===== config.mk =====
export PLATFORM = sky130hd
export DESIGN_NAME = adc_dac_sequencer_flat
export DESIGN_NICKNAME = d
export VERILOG_FILES = /design/src/rtl/adc_dac_sequencer_pkg.sv /design/src/rtl/adc_dac_sequencer_if.sv /design/src/rtl/adc_dac_sequencer_rr_channel_pick.sv /design/src/rtl/adc_dac_sequencer.sv /design/src/flat_wrapper.sv
export SDC_FILE = /design/constraint.sdc
export NUM_CORES = 1
export LEC_CHECK = 0
export ABC_AREA = 1
export BUFFER_PORTS_ARGS = -buffer_cell sky130_fd_sc_hd__buf_2
export CORE_AREA = 2 2 109 111
export DETAILED_ROUTE_END_ITERATION = 8
export DIE_AREA = 0 0 111 113
export PLACE_DENSITY = 0.69
export SYNTH_ARGS = -nofsm -noshare
export SYNTH_HDL_FRONTEND = slang
export SYNTH_SLANG_ARGS = --single-unit
export TNS_END_PERCENT = 20

===== constraint.sdc =====
create_clock -name clk -period 3.2 [get_ports clk]
set_input_delay 0.16 -clock clk [delete_from_list [all_inputs] [get_ports clk]]
set_output_delay 0.16 -clock clk [all_outputs]
set_load 0.1 [all_outputs]

===== src/rtl/adc_dac_sequencer_pkg.sv =====
// Shared types and default sizing for the ADC/DAC conversion sequencer.
package adc_dac_pkg;

   localparam int unsigned DATA_W_DEF = 10;
   localparam int unsigned NUM_CH_DEF = 4;
   localparam int unsigned CH_W_DEF   = $clog2(NUM_CH_DEF);

   typedef enum logic [2:0] {
      IDLE,
      WAIT_TICK,
      START,
      CONVERT,
      STORE
   } seq_state_t;

endpackage


===== src/rtl/adc_dac_sequencer_if.sv =====
// ADC conversion handshake between the sequencer (master) and the converter (slave).
interface adc_dac_sequencer_if #(
   parameter int unsigned DATA_W = 10,
   parameter int unsigned CH_W   = 2
);
   logic              adc_start;
   logic [CH_W-1:0]   adc_ch;
   logic              adc_done;
   logic [DATA_W-1:0] adc_data;

   modport master (output adc_start, adc_ch, input adc_done, adc_data);
   modport slave  (input adc_start, adc_ch, output adc_done, adc_data);
endinterface


===== src/rtl/adc_dac_sequencer_rr_channel_pick.sv =====
// Round-robin picker: first enabled channel strictly after last_ch, wrapping.
module rr_channel_pick
   import adc_dac_pkg::*;
#(
   parameter int unsigned NUM_CH = NUM_CH_DEF,
   localparam int unsigned CH_W  = $clog2(NUM_CH)
) (
   input  logic [NUM_CH-1:0] ch_mask,
   input  logic [CH_W-1:0]   last_ch,
   output logic [CH_W-1:0]   next_ch,
   output logic              any_en
);

   int unsigned idx;

   // Scan offsets from farthest to nearest so the nearest enabled channel wins.
   always_comb begin
      next_ch = '0;
      idx     = 0;
      any_en  = |ch_mask;
      for (int unsigned k = NUM_CH; k >= 1; k--) begin
         idx = (32'(last_ch) + k) % NUM_CH;
         if (ch_mask[idx]) next_ch = CH_W'(idx);
      end
   end

endmodule


===== src/rtl/adc_dac_sequencer.sv =====
// Multi-channel conversion scheduler: tick divider, round-robin ADC sequencing,
// per-channel sample store, DAC playback load and sticky protocol error flags.
module adc_dac_sequencer
   import adc_dac_pkg::*;
#(
   parameter int unsigned DATA_W       = DATA_W_DEF,
   parameter int unsigned NUM_CH       = NUM_CH_DEF,
   parameter int unsigned DIV_W        = 16,
   parameter int unsigned CONV_TIMEOUT = 64,
   localparam int unsigned CH_W        = $clog2(NUM_CH)
) (
   input  logic                clk,
   input  logic                rst,
   input  logic                enable,
   input  logic [NUM_CH-1:0]   ch_mask,
   input  logic [DIV_W-1:0]    sample_div,
   input  logic [CH_W-1:0]     dac_sel,
   input  logic                err_clr,
   adc_dac_sequencer_if.master adc,
   output logic                sample_valid,
   output logic [CH_W-1:0]     sample_ch,
   output logic [DATA_W-1:0]   sample_data,
   output logic                dac_load,
   output logic [DATA_W-1:0]   dac_data,
   output logic                overrun,
   output logic                timeout_err
);

   localparam int unsigned TMR_W = $clog2(CONV_TIMEOUT + 1);

   seq_state_t        state, state_nxt;
   logic [DIV_W-1:0]  div_cnt;
   logic [TMR_W-1:0]  timer;
   logic [CH_W-1:0]   last_ch;
   logic [CH_W-1:0]   pick_ch;
   logic              any_en;
   logic              tick;
   logic              busy;
   logic              conv_done;
   logic              conv_abort;
   logic [DATA_W-1:0] samples [NUM_CH];

   rr_channel_pick #(.NUM_CH(NUM_CH)) u_pick (
      .ch_mask (ch_mask),
      .last_ch (last_ch),
      .next_ch (pick_ch),
      .any_en  (any_en)
   );

   assign tick       = enable && (div_cnt == sample_div);
   assign busy       = (state == START) || (state == CONVERT) || (state == STORE);
   assign conv_done  = (state == CONVERT) && adc.adc_done;
   assign conv_abort = (state == CONVERT) && !adc.adc_done
                       && (timer == TMR_W'(CONV_TIMEOUT - 1));
   assign sample_data = samples[sample_ch];

   always_ff @(posedge clk or negedge rst) begin
      if (!rst) state <= IDLE;
      else      state <= state_nxt;
   end

   always_comb begin
      state_nxt = state;
      case (state)
         IDLE:      if (enable) state_nxt = WAIT_TICK;
         WAIT_TICK: begin
            if (!enable)              state_nxt = IDLE;
            else if (tick && any_en)  state_nxt = START;
         end
         START:     state_nxt = CONVERT;
         CONVERT: begin
            if (conv_done)       state_nxt = STORE;
            else if (conv_abort) state_nxt = enable ? WAIT_TICK : IDLE;
         end
         STORE:     state_nxt = enable ? WAIT_TICK : IDLE;
         default:   state_nxt = IDLE;
      endcase
   end

   always_ff @(posedge clk or negedge rst) begin
      if (!rst)                   div_cnt <= '0;
      else if (!enable || tick)   div_cnt <= '0;
      else                        div_cnt <= div_cnt + DIV_W'(1);
   end

   always_ff @(posedge clk or negedge rst) begin
      if (!rst)                  timer <= '0;
      else if (state == CONVERT) timer <= timer + TMR_W'(1);
      else                       timer <= '0;
   end

   // adc_ch doubles as the picked-channel register, so it is stable from START on.
   always_ff @(posedge clk or negedge rst) begin
      if (!rst) begin
         adc.adc_start <= 1'b0;
         adc.adc_ch    <= '0;
         last_ch       <= CH_W'(NUM_CH - 1);
      end else begin
         adc.adc_start <= (state_nxt == START);
         if (state == WAIT_TICK && state_nxt == START) adc.adc_ch <= pick_ch;
         if (state == START) last_ch <= adc.adc_ch;
      end
   end

   always_ff @(posedge clk or negedge rst) begin
      if (!rst) begin
         sample_valid <= 1'b0;
         sample_ch    <= '0;
         dac_load     <= 1'b0;
         dac_data     <= '0;
         for (int unsigned i = 0; i < NUM_CH; i++) samples[i] <= '0;
      end else begin
         sample_valid <= conv_done;
         dac_load     <= conv_done && (adc.adc_ch == dac_sel);
         if (conv_done) begin
            samples[adc.adc_ch] <= adc.adc_data;
            sample_ch           <= adc.adc_ch;
            if (adc.adc_ch == dac_sel) dac_data <= adc.adc_data;
         end
      end
   end

   always_ff @(posedge clk or negedge rst) begin
      if (!rst) begin
         overrun     <= 1'b0;
         timeout_err <= 1'b0;
      end else begin
         if (tick && busy)  overrun <= 1'b1;
         else if (err_clr)  overrun <= 1'b0;
         if (conv_abort)    timeout_err <= 1'b1;
         else if (err_clr)  timeout_err <= 1'b0;
      end
   end

endmodule


===== src/flat_wrapper.sv =====
// flat-port wrapper written by rule: the top's interface ports become plain ports
module adc_dac_sequencer_flat import adc_dac_pkg::*;
#(
   parameter int unsigned DATA_W       = DATA_W_DEF,
   parameter int unsigned NUM_CH       = NUM_CH_DEF,
   parameter int unsigned DIV_W        = 16,
   parameter int unsigned CONV_TIMEOUT = 64,
   localparam int unsigned CH_W        = $clog2(NUM_CH)
)
  (clk, rst, enable, ch_mask, sample_div, dac_sel, err_clr, sample_valid, sample_ch, sample_data, dac_load, dac_data, overrun, timeout_err, adc_adc_start, adc_adc_ch, adc_adc_done, adc_adc_data);
  adc_dac_sequencer_if #(.DATA_W(DATA_W), .CH_W(2)) adc_i ();
  input  logic clk;
  input  logic rst;
  input  logic enable;
  input  logic [NUM_CH-1:0] ch_mask;
  input  logic [DIV_W-1:0] sample_div;
  input  logic [CH_W-1:0] dac_sel;
  input  logic err_clr;
  output logic sample_valid;
  output logic [CH_W-1:0] sample_ch;
  output logic [DATA_W-1:0] sample_data;
  output logic dac_load;
  output logic [DATA_W-1:0] dac_data;
  output logic overrun;
  output logic timeout_err;
  output wire logic [$bits(adc_i.adc_start)-1:0] adc_adc_start;
  output wire logic [$bits(adc_i.adc_ch)-1:0] adc_adc_ch;
  input wire logic [$bits(adc_i.adc_done)-1:0] adc_adc_done;
  input wire logic [$bits(adc_i.adc_data)-1:0] adc_adc_data;
  assign adc_adc_start = adc_i.adc_start;
  assign adc_adc_ch = adc_i.adc_ch;
  assign adc_i.adc_done = adc_adc_done;
  assign adc_i.adc_data = adc_adc_data;
  adc_dac_sequencer #(.DATA_W(DATA_W), .NUM_CH(NUM_CH), .DIV_W(DIV_W), .CONV_TIMEOUT(CONV_TIMEOUT)) u_core (.clk(clk), .rst(rst), .enable(enable), .ch_mask(ch_mask), .sample_div(sample_div), .dac_sel(dac_sel), .err_clr(err_clr), .adc(adc_i), .sample_valid(sample_valid), .sample_ch(sample_ch), .sample_data(sample_data), .dac_load(dac_load), .dac_data(dac_data), .overrun(overrun), .timeout_err(timeout_err));
endmodule

; After elaboration in Yosys (flattened, before gate mapping)
; Cells that the tools add are included.
[word_totals]
register_bits = 87
latchBits = 0
ramBits = 0
rom_bits = 0
in_bits = 37
out_inout_bits = 29
word_cells = 88
memories = 0
[classes]
n_addsub = 6
multipliers = 0
div_mod_pow = 0
magnitude_cmp = 7
eq_ne = 8
shift = 0
n_mux = 30
n_bitwise = 2
reduce_logical = 19
[op_table]
columns = operator, n
row1 = 40-bit bitwise mux, 1
row2 = 10-bit two-way mux, 3
row3 = 10-bit binary-select mux with 2-bit select, 1
row4 = 10-bit demux with 2-bit select, 1
row5 = 16-bit by 1-bit adder with 16-bit output (second input constant), 1
row6 = 16-bit equality test, 1
row7 = 16-bit two-way mux, 1
row8 = 3-bit two-way mux, 5
row9 = 3-bit one-hot mux with 5 select lines, 1
row10 = 2-bit by 3-bit less-than comparator with 1-bit output (second input constant), 4
row11 = 3-bit by 2-bit equality test with 1-bit output (second input constant), 3
row12 = 1-bit logical AND, 9
row13 = 1-bit binary-select mux with 2-bit select, 4
row14 = 1-bit two-way mux, 8
row15 = 2-bit two-way mux, 4
row16 = 7-bit by 1-bit adder with 7-bit output (second input constant), 1
row17 = 7-bit by 6-bit equality test with 1-bit output (second input constant), 1
row18 = 7-bit two-way mux, 1
row19 = 3-bit greater-or-equal comparator (second input constant), 2
row20 = 2-bit inverter with 3-bit output, 2
row21 = 2-bit by 1-bit adder with 2-bit output (second input constant), 2
row22 = 2-bit adder (second input constant), 2
row23 = 2-bit nonzero test, 2
row24 = 4-bit OR reduction, 1
row25 = 8 further kinds, 11

; Logic depth before layout (Yosys ltp)
[depth]
ltp_word = 8
depth_mapped = 13
depth_no_buf = 13

; Cells and area by module
; Synthesis repeated with hierarchy kept, for this count alone.
[hier_totals]
cells_unflattened = 609
area_unflattened_um2 = 4636.9
[by_module_without_submodules]
columns = mod, n_inst, cells_per_inst, area_each_um2, seq_area_each_um2
row1 = adc_dac_sequencer, 1, 558, 4370.4, 2179.6
row2 = rr_channel_pick, 1, 51, 266.5, 0.0

; Least setup slack after synthesis
; Ideal clock, no wire load.
[synth_path]
path_kind = register to output
start = reg u_core.sample_ch[0]
end = out sample_data[0]
arrival_ns = 2.843
required_ns = 3.040
setup_slack_ns = 0.197
stages_incl_launch_ff = 4
n_path_buf = 1
path_cell_list = dfrtp_1 -> clkbuf_1 -> nor2_1 -> o22ai_1
[synth_between]
elab_chain_len = 4
[synth_lines]
columns = item, line
row1 = start: declaration, adc_dac_sequencer.sv:21  ; output logic [CH_W-1:0] sample_ch,
row2 = start signal: assignment, adc_dac_sequencer.sv:117  ; sample_ch <= adc.adc_ch;
row3 = 2-bit inverter with 3-bit output (implied by the code), adc_dac_sequencer.sv:55  ; assign sample_data = samples[sample_ch];
row4 = 10-bit binary-select mux with 2-bit select, adc_dac_sequencer.sv:55
row5 = 10-bit two-way mux (implied by the code) (2 in a row), adc_dac_sequencer.sv:55
row6 = end: declaration, flat_wrapper.sv:21  ; output logic [DATA_W-1:0] sample_data;
; Every way passes these cells. The select of a mux whose other input is x is not followed.

; Final worst setup path
; Same ends and word-level chain as after synthesis.

==> results.md <==
- Worst-path clk slew: 0.07 ns
- Top cells by area, synth: dfrtp_1, nand2_1, o21ai_0, inv_1, nor2_1
- Largest net degree at the start of global routing: 75
- CTS buffer count: 9
- # resized after CTS: 0
- Routed length per instance: around 13 um
- Peak supply drop: 0.000531 V
- Worst hold path startpoint: err_clr
- Post-CTS Setup Repair Bufs: 0
- Fin Setup TNS: 0 ns
- Hold crit path type: input pin to flip-flop
- Count of final hold-check violations: 0
- Clock sinks: between 80 and 90
- Via count: 3919
- Ordered list of cells on the worst path: inv_1 > o21ai_0 > o22ai_1 > buf_2
- Status: completed
- #FFs+latches synth: 87
- Reg2reg start: u_core.state[2]$_DFF_PN0_
- Arr. time, crit path: 2.34 ns
- Worst path slowest cell: dfrtp_1
- Max stage delay on crit path: roughly 0.61 ns
- Kind of critical path: flip-flop to output pin
- Final setup violating endpoints: 0
- Max H-tree Level: 3
- Cell Rows: 39
- Clock Tree Buf Depth: 2
- Diode count: 0
- Vias in the first global route: 3770
- Number of flops mapped to enable cells by yosys: 0
- Initial antenna violation count: 0
- Aggregate global routing overflow: 0
- Yosys top cell area share: 0.476
- Leak: 2.67 nW
- Clock insertion delay at the later pin of the skew report: 0.34 ns
- GRT Overall Usage: 0.173
- Post-layout util: 0.462
- Pwr dens: 691 nW/um^2
- Worst slew pin tran: 0.930 ns
- CP Capture Type: output pin
- Layout Skew: 0.00624 ns
- Req. time, crit path: just over 3 ns
- Min Tclk post-route: 2.50 ns
- CTS tree: built
- Period utilization: 0.780
- Warnings, synthesis: 0
- Ys async rst share: 1.00
- Post-layout nets: slightly below 700
- Final wirelength: about 10000 um
- Ports: 66
- Slew headroom: 0.380
- Number of DRC markers in iteration 0: 286
- Post-route design area: 5210 um^2
- Total of max-cap violations: 0
- Final GP Congestion: 0.823
- Crit-path leading delay family: buffers and inverters
- Worst-path fanout max: 22
- Synth-to-Final Area Change: 16.7%
- Startpoint types: flip-flop
- # DRC: 0
- Final Max Slew Viols: 0
- Netlist cell types: 31
- Post-Syn Area: 4460 um^2
- Synth cell count leaders: nand2_1, dfrtp_1, inv_1
- Die W: 111 um
- Die ar.: 12500 um^2
- Fraction of layout cells with a size suffix above 1: 0.165
- HPWL after DPL: 7430 um
- Post-detailed-route count of antenna-violating nets: 0
- First-pass GRT wire length: 17600 um
- Avg Cell Area, Syn: 7.57 um^2
- Fmax: 0.401 GHz
- Post-synth net total: 629
- Die Y: ~110 um
- Drt pass-1 iters: 4
- Worst Path Buf+Inv: 2
- RSZ-0062 raised after global routing: no
- Ys flop type: dfrtp_1
- Crit. Startpoint: u_core.sample_ch[0]$_DFFE_PN0P_
- Initial Util: 0.396
- Vias/cell: 4.92
- Post-synth top area cell: dfrtp_1
- Placed instance area: around 4900 um^2
- Count leader, synth: nand2_1
- Overall power: 3.60 mW
- Port-buffer cells: 65
- Core footprint: ~11000 um^2
- Cell count after synthesis: 590
- Seq/Total Area, Yosys: 0.488
- CTS Root Cell: clkbuf_16
-- power by group --
part	leakage (nW)	total, mW	internal [mW]	switching, mW
sequential	1.18	1.25	1.17	0.0819
combinational	1.34	1.25	0.241	1.01
clock	0.151	1.09	0.637	0.457
-- final cells by class --
type | count | area [um^2]
flip-flops and latches | 87 | 2180
well taps | 143 | 179
clock inverters | 6 | 72.6
fillers | 1089 | 6060
inverters | 84 | 318
multi-input cells | 400 | 1880
repair buffers | 67 | 345
clock buffers | 10 | 239
-- through the flow --
stage               hold WS (ns)  std cells  setup WS, ns
global route              0.0343        797         0.542
floorplan                 -0.136        590         0.197
detailed placement         0.361        780          1.08
CTS                       0.0282        797         0.720
finish                    0.0323        797         0.705
global placement           0.357        780          1.14
-- worst register-to-register path: cells and delay by family, from the launching register on --
kind	cells	cell delay, ns
and+or+nand+nor	4	0.90
AOI/OAI and AO/OA	1	0.39
DFF	1	0.41
buffers and inverters	2	0.15
-- final timing paths --
check,to,slack [ns],depth (start not counted)
hold reg to reg,u_core.samples[28]$_DFFE_PN0P_,0.48,2
setup / recovery,sample_data[0],0.70,4
hold / removal,u_core.overrun$_DFFE_PN0P_,0.03,2
min in group asynchronous,u_core.adc.adc_ch[1]$_DFFE_PN0P_,0.51,2
setup reg to reg,u_core.samples[2]$_DFFE_PN0P_,1.26,7
max in group asynchronous,u_core.samples[9]$_DFFE_PN0P_,1.93,3
-- flip-flops by register name (all words and copies together), names as in the netlist --
name,count
u_core.adc.adc_start,1
u_core.samples,40
u_core.overrun,1
u_core.dac_data,10
u_core.dac_load,1
u_core.state,3
u_core.adc.adc_ch,2
u_core.div_cnt,16
u_core.timer,7
u_core.sample_ch,2
u_core.last_ch,2
u_core.timeout_err,1
u_core.sample_valid,1
-- kinds of logic after synthesis --
group	share of synthesized area
simple gates	0.265
compound gates	0.130
fa+ha+maj	0.00560
flops	0.488
buf+inv	0.0914
xor+xnor	0.0196
-- placed cells by master, fill, tap and decap left out, types with 4 or more instances in the layout --
cell / instances
a21oi_1: 10
buf_2: 64
clkbuf_16: 9
dfrtp_1: 85
inv_1: 78
inv_2: 4
inv_6: 4
nand2_1: 173
nand3_1: 15
nand4_1: 8
nor2_1: 64
nor3_1: 8
nor4_1: 4
o21ai_0: 72
o21ai_2: 10
o22ai_1: 12
xor2_1: 8
-- timing repair --
| item | in CTS | in global routing |
|---|---|---|
| hold buffers | 1 | 0 |
| setup endpoints to repair | 0 | 0 |
| hold endpoints to repair | 15 | 0 |
-- metal layers --
| metal | global-route usage | vias to the layer above | part of all wire |
|---|---|---|---|
| met5 | 0 | - | 0 |
| li1 | - | 1980 | - |
| met1 | 0.222 | 1826 | 0.45 |
| met4 | 0.0667 | 0 | 0.013 |
| met2 | 0.295 | 100 | 0.49 |
| met3 | 0.0279 | 13 | 0.038 |
Note: power is estimated with default switching activity, not from simulation.
